## src/rtl/ttl_macros.sv

```systemverilog
// Shared 2D bus helpers for the chip library: convert between the library's
// interleaved packed buses (minor index = block) and [block][index] arrays.
`ifndef TTL_MACROS_SV
`define TTL_MACROS_SV

`define ASSIGN_UNPACK(OUTER, INNER, DEST, SRC) \
   for (genvar gi_unpk = 0; gi_unpk < (OUTER); gi_unpk++) begin : g_unpk \
      for (genvar gj_unpk = 0; gj_unpk < (INNER); gj_unpk++) begin : g_unpk_inner \
         assign DEST[gi_unpk][gj_unpk] = SRC[gj_unpk*(OUTER) + gi_unpk]; \
      end \
   end

`define ASSIGN_PACK(OUTER, INNER, DEST, SRC) \
   for (genvar gi_pk = 0; gi_pk < (OUTER); gi_pk++) begin : g_pk \
      for (genvar gj_pk = 0; gj_pk < (INNER); gj_pk++) begin : g_pk_inner \
         assign DEST[gj_pk*(OUTER) + gi_pk] = SRC[gi_pk][gj_pk]; \
      end \
   end

`endif

```

## src/rtl/ttl_74164.sv

```systemverilog
// 74164-style serial-in/parallel-out shift register: per block, the serial
// inputs are ANDed and shifted into a WIDTH_OUT-stage register.
`include "ttl_macros.sv"

module ttl_74164 #(
   parameter int BLOCKS     = 1,
   parameter int WIDTH_IN   = 2,
   parameter int WIDTH_OUT  = 8,
   parameter int DELAY_RISE = 0,
   parameter int DELAY_FALL = 0
) (
   input  logic                          Clk,
   input  logic                          Clear,
   input  logic                          Clk_Inhibit,
   input  logic [BLOCKS*WIDTH_IN-1:0]    A_2D,
   output logic [BLOCKS*WIDTH_OUT-1:0]   Q_2D
);

   logic [BLOCKS-1:0][WIDTH_IN-1:0]  a_unpacked;
   logic [BLOCKS-1:0]                serial_in;
   logic [BLOCKS-1:0][WIDTH_OUT-1:0] q_unpacked;
   logic [BLOCKS*WIDTH_OUT-1:0]      q_packed;

   `ASSIGN_UNPACK(BLOCKS, WIDTH_IN, a_unpacked, A_2D)

   // Any low input gates a 0 into the register, so one input can act as enable.
   always_comb begin
      serial_in = '0;
      for (int b = 0; b < BLOCKS; b++) begin
         serial_in[b] = &a_unpacked[b];
      end
   end

   for (genvar gi = 0; gi < BLOCKS; gi++) begin : g_block
      logic [WIDTH_OUT-1:0] stage_reg;

      if (WIDTH_OUT == 1) begin : g_single
         always_ff @(posedge Clk) begin
            if (Clear) begin
               stage_reg <= '0;
            end else if (!Clk_Inhibit) begin
               stage_reg <= serial_in[gi];
            end
         end
      end else begin : g_multi
         always_ff @(posedge Clk) begin
            if (Clear) begin
               stage_reg <= '0;
            end else if (!Clk_Inhibit) begin
               stage_reg <= {stage_reg[WIDTH_OUT-2:0], serial_in[gi]};
            end
         end
      end

      assign q_unpacked[gi] = stage_reg;
   end

   `ASSIGN_PACK(BLOCKS, WIDTH_OUT, q_packed, q_unpacked)

   if (DELAY_RISE == 0 && DELAY_FALL == 0) begin : g_no_delay
      assign Q_2D = q_packed;
   end else begin : g_delay
      // Two uniformly delayed copies; AND/OR picks the slower copy for the
      // rising or falling transition so each edge gets its own delay.
      logic [BLOCKS*WIDTH_OUT-1:0] q_rise;
      logic [BLOCKS*WIDTH_OUT-1:0] q_fall;
      assign #(DELAY_RISE) q_rise = q_packed;
      assign #(DELAY_FALL) q_fall = q_packed;
      if (DELAY_RISE >= DELAY_FALL) begin : g_rise_slow
         assign Q_2D = q_rise & q_fall;
      end else begin : g_fall_slow
         assign Q_2D = q_rise | q_fall;
      end
   end

endmodule

```

## config.mk

```make
export PLATFORM = sky130hd
export DESIGN_NAME = ttl_74164
export DESIGN_NICKNAME = d
export VERILOG_FILES = /design/src/rtl/ttl_74164.sv
export VERILOG_INCLUDE_DIRS = /design/src /design/src/rtl
export SDC_FILE = /design/constraint.sdc
export NUM_CORES = 1
export LEC_CHECK = 0
export CAP_MARGIN = 20
export CORE_AREA = 2 2 39 41
export DETAILED_ROUTE_END_ITERATION = 10
export DIE_AREA = 0 0 41 43
export DONT_BUFFER_PORTS = 1
export PLACE_DENSITY = 0.33
export SYNTH_ARGS = -nofsm -noshare
export SYNTH_HDL_FRONTEND = slang
export SYNTH_SLANG_ARGS = --single-unit
```

## constraint.sdc

```tcl
create_clock -name Clk -period 0.8 [get_ports Clk]
set_input_delay 0.16 -clock Clk [delete_from_list [all_inputs] [get_ports Clk]]
set_output_delay 0.16 -clock Clk [all_outputs]
set_load 0.005 [all_outputs]
```

==> metrics.csv, run 1 <==
stage;metric;value;unit
outcome;status;finished clean;
clock_network;H-tree levels;1;
detailed_routing;Vias;197;
final_layout;Design Area, Final;337.8;sq um
pwr;Leak;0.1496;nW
worst_hold_path;min-delay worst type;input pin to register;
clock_network;clock buffer count from CTS;3;
floorplanning;Die Wd;41;um
sta;WHS;0.02990;ns
job;number of max-cap violations;0;
placement;dpl cells;41;
sta;Fmax;1307;MHz
pwr;VDD IR max;0.0009343;V
sta;Final Setup Violations;0;
sta;Pins Over Slew Limit;0;
floorplanning;CORE AREA;1384;sq um
yosys;area leader, netlist;dfxtp_1;
final_layout;Reg area;170.2;sq um
global_routing;largest net degree at the start of global routing;10;
yosys;post-synthesis sequential area ratio;55.65;%
yosys;cell count after synthesis;27;
global_routing;GR Util All Layers;9.375;%
global_routing;vias in the first global route;210;
detailed_routing;WL final;555;um
final_layout;fraction of layout cells with a size suffix above 1;37.93;%
yosys;synth unique cells;8;
placement;DP Area;292.8;sq um
yosys;yosys synthesis warning count;0;
pwr;switching share of total power;20.07;%
yosys;post-synthesis area per instance;10.66;sq um
worst_setup_path;CP endpoint kind;primary output;
final_layout;max reg flops;8;
placement;number of port buffers;0;
placement;GP Congestion;0.5555;
detailed_routing;DR vias/cell;4.378;
sta;final hold vios;0;
yosys;share of the synthesized area in the top cell type;55.65;%
sta;fin crit period;0.7651;ns
final_layout;Layout Utilization;24.41;%
clock_network;Sink Count;8;
detailed_routing;post-route ant nets;0;
detailed_routing;Starting DRT DRC Count;1;
floorplanning;FP Rows;14;
yosys;FF+latch count, synth;8;
sta;Post-Route Setup TNS;0;ns
sta;Final Skew;0.002651;ns
worst_setup_path;Startpoint Class;register;
final_layout;final net count;36;
yosys;EDFF count, synth;0;
worst_setup_path;Critical Path Fanout Max;3;
detailed_routing;Routed WL per cell;12.33;um
clock_network;Bufs on Longest Clock Path;2;
yosys;largest cells by area after synthesis;dfxtp_1 56%, mux2i_1 24%, nor2_1 9.1%;
sta;fin crit share;95.64;%
clock_network;Root Buffer;clkbuf_4;
detailed_routing;DRC Markers;0;
final_layout;multi-input gate area in the final layout;112.6;sq um
final_layout;# fillers;153;
yosys;cell area after synthesis;287.8;sq um
sta;Slew headroom;79.90;%
floorplanning;io pins;13;
pwr;PD cells;2182;nW/um^2
floorplanning;die height;43;um
sta;final worst slack;0.03487;ns
clock_network;Worst-Skew Late Latency;0.26;ns
pwr;Clk network pwr share;41.7;%
pwr;Flop pwr share;55.2;%
clock_network;CTS clk-pin slew, worst paths;0.05;ns
worst_setup_path;Worst Path Required;0.64;ns
floorplanning;Initial Util;20.80;%
pwr;Internal;0.5893;mW
sta;RSZ-0062 raised after global routing;false;
global_routing;grt ovf;0;
yosys;fraction of registers with async set/reset;0;%
global_routing;wire length of the first global-routing pass;979;um
yosys;Post-synth top cells;8 x dfxtp_1, 7 x mux2i_1, 7 x nor2_1;
pwr;P_sw;0.1480;mW
clock_network;CTS tree;done;
pwr;total power draw;0.7373;mW
worst_setup_path;Arr. time, crit path;0.61;ns
floorplanning;total die area;1763;sq um
final_layout;non-filler cells, final;45;
detailed_routing;drt first pass iters;4;
final_layout;Inserted Diodes;0;
worst_setup_path;WS Path Type;register to primary output;
yosys;most instantiated library cell after synthesis;dfxtp_1;
placement;dpl ws;0.1780;ns
pwr;combinational cell fraction of total power;3.1;%
final_layout;area grow syn2layout;17.39;%
sta;worst-margin pin slew;0.3016;ns
yosys;ys flop type;dfxtp_1;
global_routing;initial antenna violation count;0;
yosys;Syn Nets;32;
-- final cells by class --
type                            instances  area share [%]
Sequential cell                         8           50.37
Multi-Input combinational cell         17           33.33
Clock buffer                            3           6.667
Tap cell                               16           5.926
Timing Repair Buffer                    1           3.704
-- metal layers --
layer,global-route usage [%],routed length [um],vias to the layer above
met2,9.063,216,17
met3,10.47,110,5
met1,10.42,205,83
li1,-,-,92
met5,0,0,-
met4,8.000,21,0
-- timing repair --
action,4_1_cts,5_1_grt
setup buffers,0,0
hold buffers,1,0
endpoints found under the hold margin,8,0
resized for setup,4,5
setup endpoints to repair,4,12
-- cell families after synthesis --
logic type,count (synthesis),share of synthesized area [%]
AND/OR/NAND/NOR,9,13.04
flip-flops,8,55.65
multiplexers,7,24.35
buffers and inverters,2,5.216
AO/OA/AOI/OAI,1,1.737
-- path summary, 6_finish.rpt --
path                   startpoint                   end  slack [ns]  cells past startpoint
max          Q_2D[0]$_SDFFE_PP0N_               Q_2D[0]        0.03                      0
min                   Clk_Inhibit  Q_2D[0]$_SDFFE_PP0N_        0.03                      2
max reg2reg  Q_2D[1]$_SDFFE_PP0N_  Q_2D[1]$_SDFFE_PP0N_        0.16                      2
min reg2reg  Q_2D[0]$_SDFFE_PP0N_  Q_2D[0]$_SDFFE_PP0N_        0.48                      2
-- cells in the final DEF, fill, tap and decap left out --
master and n:
nand2_1 1, dfxtp_2 8, clkbuf_4 3, dlymetal6s4s_1 1, nor2_1 7, nand3b_1 1, a21oi_1 1, mux2i_1 7
-- power by group through the flow --
stage / Clock [mW] / Sequential, mW / Combinational [mW]
floorplan: 0 / 0.414 / 0.0291
global route: 0.354 / 0.407 / 0.0245
detailed placement: 0 / 0.415 / 0.0127
finish: 0.308 / 0.407 / 0.0226
CTS: 0.331 / 0.407 / 0.0218
global placement: 0 / 0.415 / 0.0124
(Power assumes the default switching activity.)
==> run 2, diff against run 1 <==
Settings changed: CAP_MARGIN 20 to not set, CTS_CLUSTER_DIAMETER set to 50.
==> results of run 2 <==
The final DEF is identical to that of run 1; final timing and power are the same.
